--- config.mk ---
export PLATFORM = sky130hd
export DESIGN_NAME = keypad_key_fifo
export DESIGN_NICKNAME = d
export VERILOG_FILES = /design/src/rtl/keypad_key_fifo.sv
export SDC_FILE = /design/constraint.sdc
export NUM_CORES = 1
export LEC_CHECK = 0
export CAP_MARGIN = 40
export CORE_UTILIZATION = 40
export CTS_CLUSTER_DIAMETER = 80
export DETAILED_ROUTE_END_ITERATION = 10
export GPL_ROUTABILITY_DRIVEN = 0
export PLACE_DENSITY = 0.65
export SKIP_LAST_GASP = 1
export SYNTH_ARGS = -nofsm -noshare
export SYNTH_HDL_FRONTEND = slang
export SYNTH_SLANG_ARGS = --single-unit
--- constraint.sdc ---
create_clock -name CLK -period 2.9 [get_ports CLK]
set_clock_uncertainty 0.1 [all_clocks]
set_input_delay 0.58 -clock CLK [delete_from_list [all_inputs] [get_ports CLK]]
set_output_delay 0.58 -clock CLK [all_outputs]
set_load 0.005 [all_outputs]
--- src/rtl/keypad_key_fifo.sv ---
// Key-event FIFO between the keypad scan driver and the MCU: edge-detected capture,
// show-ahead head data, level interrupt while keys are pending, sticky overflow flag.
module keypad_key_fifo #(
    parameter int WIDTH = 8,
    parameter int DEPTH = 8,
    localparam int PW = $clog2(DEPTH)
) (
    input  logic             CLK,
    input  logic             RST_N,
    input  logic [WIDTH-1:0] KEY_DATA,
    input  logic             KEY_VALID,
    input  logic             RD_EN,
    input  logic             INT_EN,
    input  logic             CLR_OVF,
    output logic [WIDTH-1:0] DATA,
    output logic             INTR,
    output logic             EMPTY,
    output logic             FULL,
    output logic [PW:0]      COUNT,
    output logic             OVERFLOW
);

    localparam logic [PW:0] DEPTH_C = (PW+1)'(DEPTH);

    logic [WIDTH-1:0] mem_r [DEPTH];
    logic [PW-1:0]    wr_ptr_r;
    logic [PW-1:0]    rd_ptr_r;
    logic [PW:0]      count_r;
    logic [PW:0]      count_nxt_s;
    logic             kv_q_r;
    logic             ovf_r;
    logic             intr_r;
    logic             push_s;
    logic             pop_ok_s;
    logic             push_ok_s;
    logic             drop_s;
    logic             empty_s;
    logic             full_s;

    assign push_s  = KEY_VALID & ~kv_q_r;
    assign empty_s = (count_r == {(PW+1){1'b0}});
    assign full_s  = (count_r == DEPTH_C);

    // A pop in the same cycle frees the slot a push into a full FIFO needs.
    assign pop_ok_s  = RD_EN & ~empty_s;
    assign push_ok_s = push_s & (~full_s | pop_ok_s);
    assign drop_s    = push_s & full_s & ~pop_ok_s;

    // Next occupancy from accepted push/pop.
    always_comb begin
        count_nxt_s = count_r;
        case ({push_ok_s, pop_ok_s})
            2'b10:   count_nxt_s = count_r + (PW+1)'(1'b1);
            2'b01:   count_nxt_s = count_r - (PW+1)'(1'b1);
            default: count_nxt_s = count_r;
        endcase
    end

    // Control state: pointers, occupancy, edge detect, flags.
    always_ff @(posedge CLK or negedge RST_N) begin
        if (!RST_N) begin
            wr_ptr_r <= {PW{1'b0}};
            rd_ptr_r <= {PW{1'b0}};
            count_r  <= {(PW+1){1'b0}};
            kv_q_r   <= 1'b0;
            ovf_r    <= 1'b0;
            intr_r   <= 1'b0;
        end else begin
            kv_q_r  <= KEY_VALID;
            count_r <= count_nxt_s;
            intr_r  <= INT_EN & (count_nxt_s != {(PW+1){1'b0}});
            if (push_ok_s) begin
                wr_ptr_r <= wr_ptr_r + PW'(1'b1);
            end
            if (pop_ok_s) begin
                rd_ptr_r <= rd_ptr_r + PW'(1'b1);
            end
            if (drop_s) begin
                ovf_r <= 1'b1;
            end else if (CLR_OVF) begin
                ovf_r <= 1'b0;
            end
        end
    end

    // Storage array; contents are don't-care after reset.
    always_ff @(posedge CLK) begin
        if (push_ok_s) begin
            mem_r[wr_ptr_r] <= KEY_DATA;
        end
    end

    assign DATA     = empty_s ? {WIDTH{1'b0}} : mem_r[rd_ptr_r];
    assign EMPTY    = empty_s;
    assign FULL     = full_s;
    assign COUNT    = count_r;
    assign OVERFLOW = ovf_r;
    assign INTR     = intr_r;

endmodule

# == After elaboration in Yosys (flattened, before gate mapping) ==
# Memories as Yosys holds them, arrays and structs flattened.
# Cells that the tools add are included.
# totals
ff_bits,13
ramBits,64
input_bits,14
out_inout_bits,16
word_cells,34
memories,1
# op_classes
add_sub_neg,4
eq_ne,3
n_mux,6
bitwise_logic,11
reduce_logical,3
# memory_table
name,words,width,rd,rd_clocked_by_memory_dff,wr,line_no,source
mem_r,8,8,1,0,1,25,logic [WIDTH-1:0] mem_r [DEPTH];
# op_table
cell,count
$mux 8,1
$pmux 4 s2,1
$add 3x1->3 const B,2
$and 1x1->1,6
$add 4x1->4 const B,1
$eq 4x4->1 const B,1
$logic_not 4->1,1
$mux 1,4
$not 1->1,4
$reduce_bool 4->1,1
$sub 4x1->4 const B,1
$eq 2x1->1 const B,1
$eq 2x2->1 const B,1
$reduce_bool 2->1,1
$or 1x1->1,1

# == Longest topological paths before layout ==
# logic_depth
word_depth,9
mapped_depth,10
mapped_depth_nobuf,9

# == Worst setup path after synthesis ==
# OpenSTA, ideal clock, no wires.
# synth_timing
kind,register to register
start,reg count_r[0] (netlist: COUNT[0])
end,reg intr_r (netlist: INTR)
setup_ns,0.124
t_arrival_ns,2.738
required_ns,2.676
slack_ns,-0.062
stages_incl_launch_ff,9
n_path_buf,1
synth_period_minus_slack_ns,2.962
path_cell_list,dfrtp_1 -> buf_2 -> or4b_1 -> o21bai_2 -> ha_1 -> or3b_4 -> a2111oi_4 -> o221ai_2 -> o31a_1
# synth_between
elab_chain_cells,9
elab_cells_between_ends,14
classes_between,add/sub: 2; eq/ne: 3; mux: 1; bitwise: 6; reduce/logical: 2
# synth_rtl
item,line_no,source
start: declaration,28,logic [PW:0] count_r;
start signal: assignment,64,count_r <= {(PW+1){1'b0}};
start signal: assignment,70,count_r <= count_nxt_s;
$logic_not 4->1,41,assign empty_s = (count_r == {(PW+1){1'b0}});
$not 1->1,45,assign pop_ok_s = RD_EN & ~empty_s;
$and 1x1->1,45,
$or 1x1->1,46,assign push_ok_s = push_s & (~full_s | pop_ok_s);
$and 1x1->1,46,
$eq 2x1->1 / $eq 2x2->1 (equally long branches),52,"case ({push_ok_s, pop_ok_s})"
$pmux 4 s2 (*),52,
named net count_nxt_s[3],29,logic [PW:0] count_nxt_s;
$reduce_bool 4->1 (*),71,intr_r <= INT_EN & (count_nxt_s != {(PW+1){1'b0}});
$and 1x1->1 (*),71,
end signal: assignment,71,
end: declaration,32,logic intr_r;
# The timed path passes the listed nets; every way through them passes the cells marked *.
# A chain may end at the register's enable or synchronous reset.

# == Final worst setup path ==
# layout_timing
start,reg rd_ptr_r[0]
end,out DATA[4]
# layout_between
elab_chain_cells,2
# layout_rtl
item,line_no,source
start: declaration,27,logic [PW-1:0] rd_ptr_r;
start signal: assignment,63,rd_ptr_r <= {PW{1'b0}};
start signal: assignment,76,rd_ptr_r <= rd_ptr_r + PW'(1'b1);
$mem_v2 8x8,n/a,
$mux 8,93,assign DATA = empty_s ? {WIDTH{1'b0}} : mem_r[rd_ptr_r];
end: declaration,15,"output logic [WIDTH-1:0] DATA,"
# Every way passes these cells.

==> impl_metrics.ini <==
[route]
ant_nets = 0
firstDrtPassIters = 4
dr.max_layer_used = met4
wl_met2_mm = 2.94
drc = 0
met1Wirelength_mm = 2.64
drtIter0Drc = 156
wl_mm = 5.95
num_vias = 1727
wl_met3_um = 252
drt-vias-per-instance = 5.12
wl_per_cell_um = 17.7

[timing]
holdWs_ps = 415
max_freq_mhz = 355
relSlewSlack_pct = 58.1
rsz0062_at_grt = yes
setup_viol = 0
tns_ps = 0
tightest_slew_ps = 628
slew_violations = 0
period_minus_slack_ps = 2820
fin_crit_sh_pct = 97.1
hold_violations = 0

[clock_network]
cts_max_path_buffers = 2
clock_sinks = 77
cts-htree-levels = 3
ctsHoldBuffers = 0
worstSkewPairLatency_ps = 350
path_clk_slew_ps = 80
cts_tree = yes
cts_buffers = 9
clock-root-buffer = clkbuf_8

[logic_synthesis]
yosysTopAreaCell = edfxtp_1
async_reset_ff_share_pct = 16.9
synth-seq-cells = 77
synth-edff-count = 64
seq_area_frac_synth_pct = 69.6
syn_inst = 178
synth_common_cells = 64 x edfxtp_1, 18 x nor2_1, 16 x mux4_2
syn_area_mm2 = 0.00323
synth_cell_types = 36
synth_top_area_share_pct = 59.5
synth_most_common_cell = edfxtp_1
synth_nets = 197
synthTopCellsByArea = edfxtp_1 60%, mux4_2 11%, dfrtp_1 10%
avgSynthCellArea_um2 = 18.1
synth_ff_type = edfxtp_1
ys_warn_count = 0

[final_layout]
syn_to_final_growth_pct = 24.3
final_cells = 337
final_nets = 249
layout-drive-gt1-share_pct = 28.1
diodes = 0
post-route-util_pct = 51.6
fin_area_mm2 = 0.00401

[floorplanning]
io_pins = 30
num_rows = 32
initial_core_util_pct = 41.6
die_w_um = 91.8
die_area_mm2 = 0.00843
fp.dieH_um = 91.8
coreArea_mm2 = 0.00777

[power]
vdd_drop_max_v = 0.000389
p_leak_nw = 1.40
pwr_density_cell_mw_per_mm2 = 920

[setup_path]
cpLargestDelayFamily = multiplexers
cp.required_ps = 2220
cpPeakStageDelay_ps = 510
worstPathMaxFanout = 9
path_class = register to output port
crit_arrival_ps = 2140
slowest_stage = mux4_2
critPathLaunchType = register
crit_chain = buf_12 > mux4_2 > mux2i_2 > nor2_1 > clkdlybuf4s50_1
path_buf_inv = 2
end_kind = output port

[global_route]
grt_pass1_wl_mm = 9.00
track_usage_pct = 15.3
grt_pass1_vias = 1690
antenna_found_initial = 0
grt_max_degree = 19
grt_overflow = 0

[place]
numPortBuffers = 29
dp.cells = 320
dpl.hpwl_mm = 3.62
placed_cell_area_mm2 = 0.00377

[min_path]
holdCritPathClass = register to register

[run]
maxCapViolations = 0

[outcome]
status = complete, no violations
-- worst reg2reg max path, stage by stage, from the launching register on --
cell,delay (ps)
dfrtp_1,400
or4b_4,570
o21bai_4,170
ha_2,240
or3b_4,410
a2111oi_4,310
o221ai_2,150
o31a_1,290
-- registers in the layout, indices dropped and copies added, names as in the netlist --
name / count
mem_r: 64
wr_ptr_r: 3
OVERFLOW: 1
kv_q_r: 1
COUNT: 4
rd_ptr_r: 3
INTR: 1
-- logic make-up after synthesis --
logic type | count (synthesis) | synth area share, %
flops | 77 | 69.6
simple gates | 37 | 6.32
mux | 28 | 15.0
buf+inv | 15 | 2.17
compound gates | 10 | 3.33
xor+xnor | 6 | 1.63
fa+ha+maj | 5 | 1.94
-- path summary, 6_finish.rpt --
| check | startpoint | end | slack, ps | cells past startpoint |
|---|---|---|---|---|
| worst min-delay path | wr_ptr_r[0] | wr_ptr_r[0] | 420 | 2 |
| max in group asynchronous | RST_N | rd_ptr_r[0] | 1790 | 1 |
| worst max register to register | COUNT[1] | INTR | 170 | 7 |
| worst max-delay path | rd_ptr_r[0] | DATA[4] | 80 | 5 |
| min in group asynchronous | RST_N | OVERFLOW | 490 | 1 |
| worst min register to register | wr_ptr_r[0] | wr_ptr_r[0] | 420 | 2 |
-- routing by layer --
metal / global-route usage (%) / vias to the layer above
li1: - / 794
met1: 19.0 / 868
met2: 24.5 / 53
met3: 3.73 / 12
met4: 8.46 / 0
met5: 0 / -
-- through the flow --
step	total power [mW]	worst slack, ps
floorplan	2.28	19.2
global placement	2.83	-13.4
detailed placement	2.85	-87.7
CTS	3.68	42.8
global route	3.89	-6.09
finish	3.69	82.8
-- where the power goes --
group / leakage (nW) / switching, mW / internal, mW / total [mW]
clock: 0.0980 / 0.419 / 0.409 / 0.828
combinational: 0.574 / 0.594 / 0.819 / 1.41
sequential: 0.733 / 0.114 / 1.34 / 1.45
-- cell type report --
type / count / area (µm²)
clock buffers: 9 / 124
well taps: 102 / 128
repair buffers: 50 / 478
clock inverters: 7 / 82.6
fillers: 655 / 3760
inverters: 6 / 22.5
flip-flops and latches: 77 / 2250
multi-input cells: 86 / 928
-- layout by cell type (no fill, tap or decap), drive strengths merged, types with 3 or more instances in the layout --
master and n:
buf 20, clkbuf 10, clkdlybuf4s50 29, dfrtp 13, edfxtp 64, ha 5, inv 8, mux2 3
mux2i 9, mux4 16, nand2 4, nand2b 4, nor2 18, xnor2 3, xor2 3
-- timing repair --
action / in CTS / in global routing
resized for setup: 0 / 2
setup endpoints to repair: 0 / 3
hold endpoints to repair: 0 / 0
buffers inserted: 0 / 0
(Power assumes the default switching activity.)
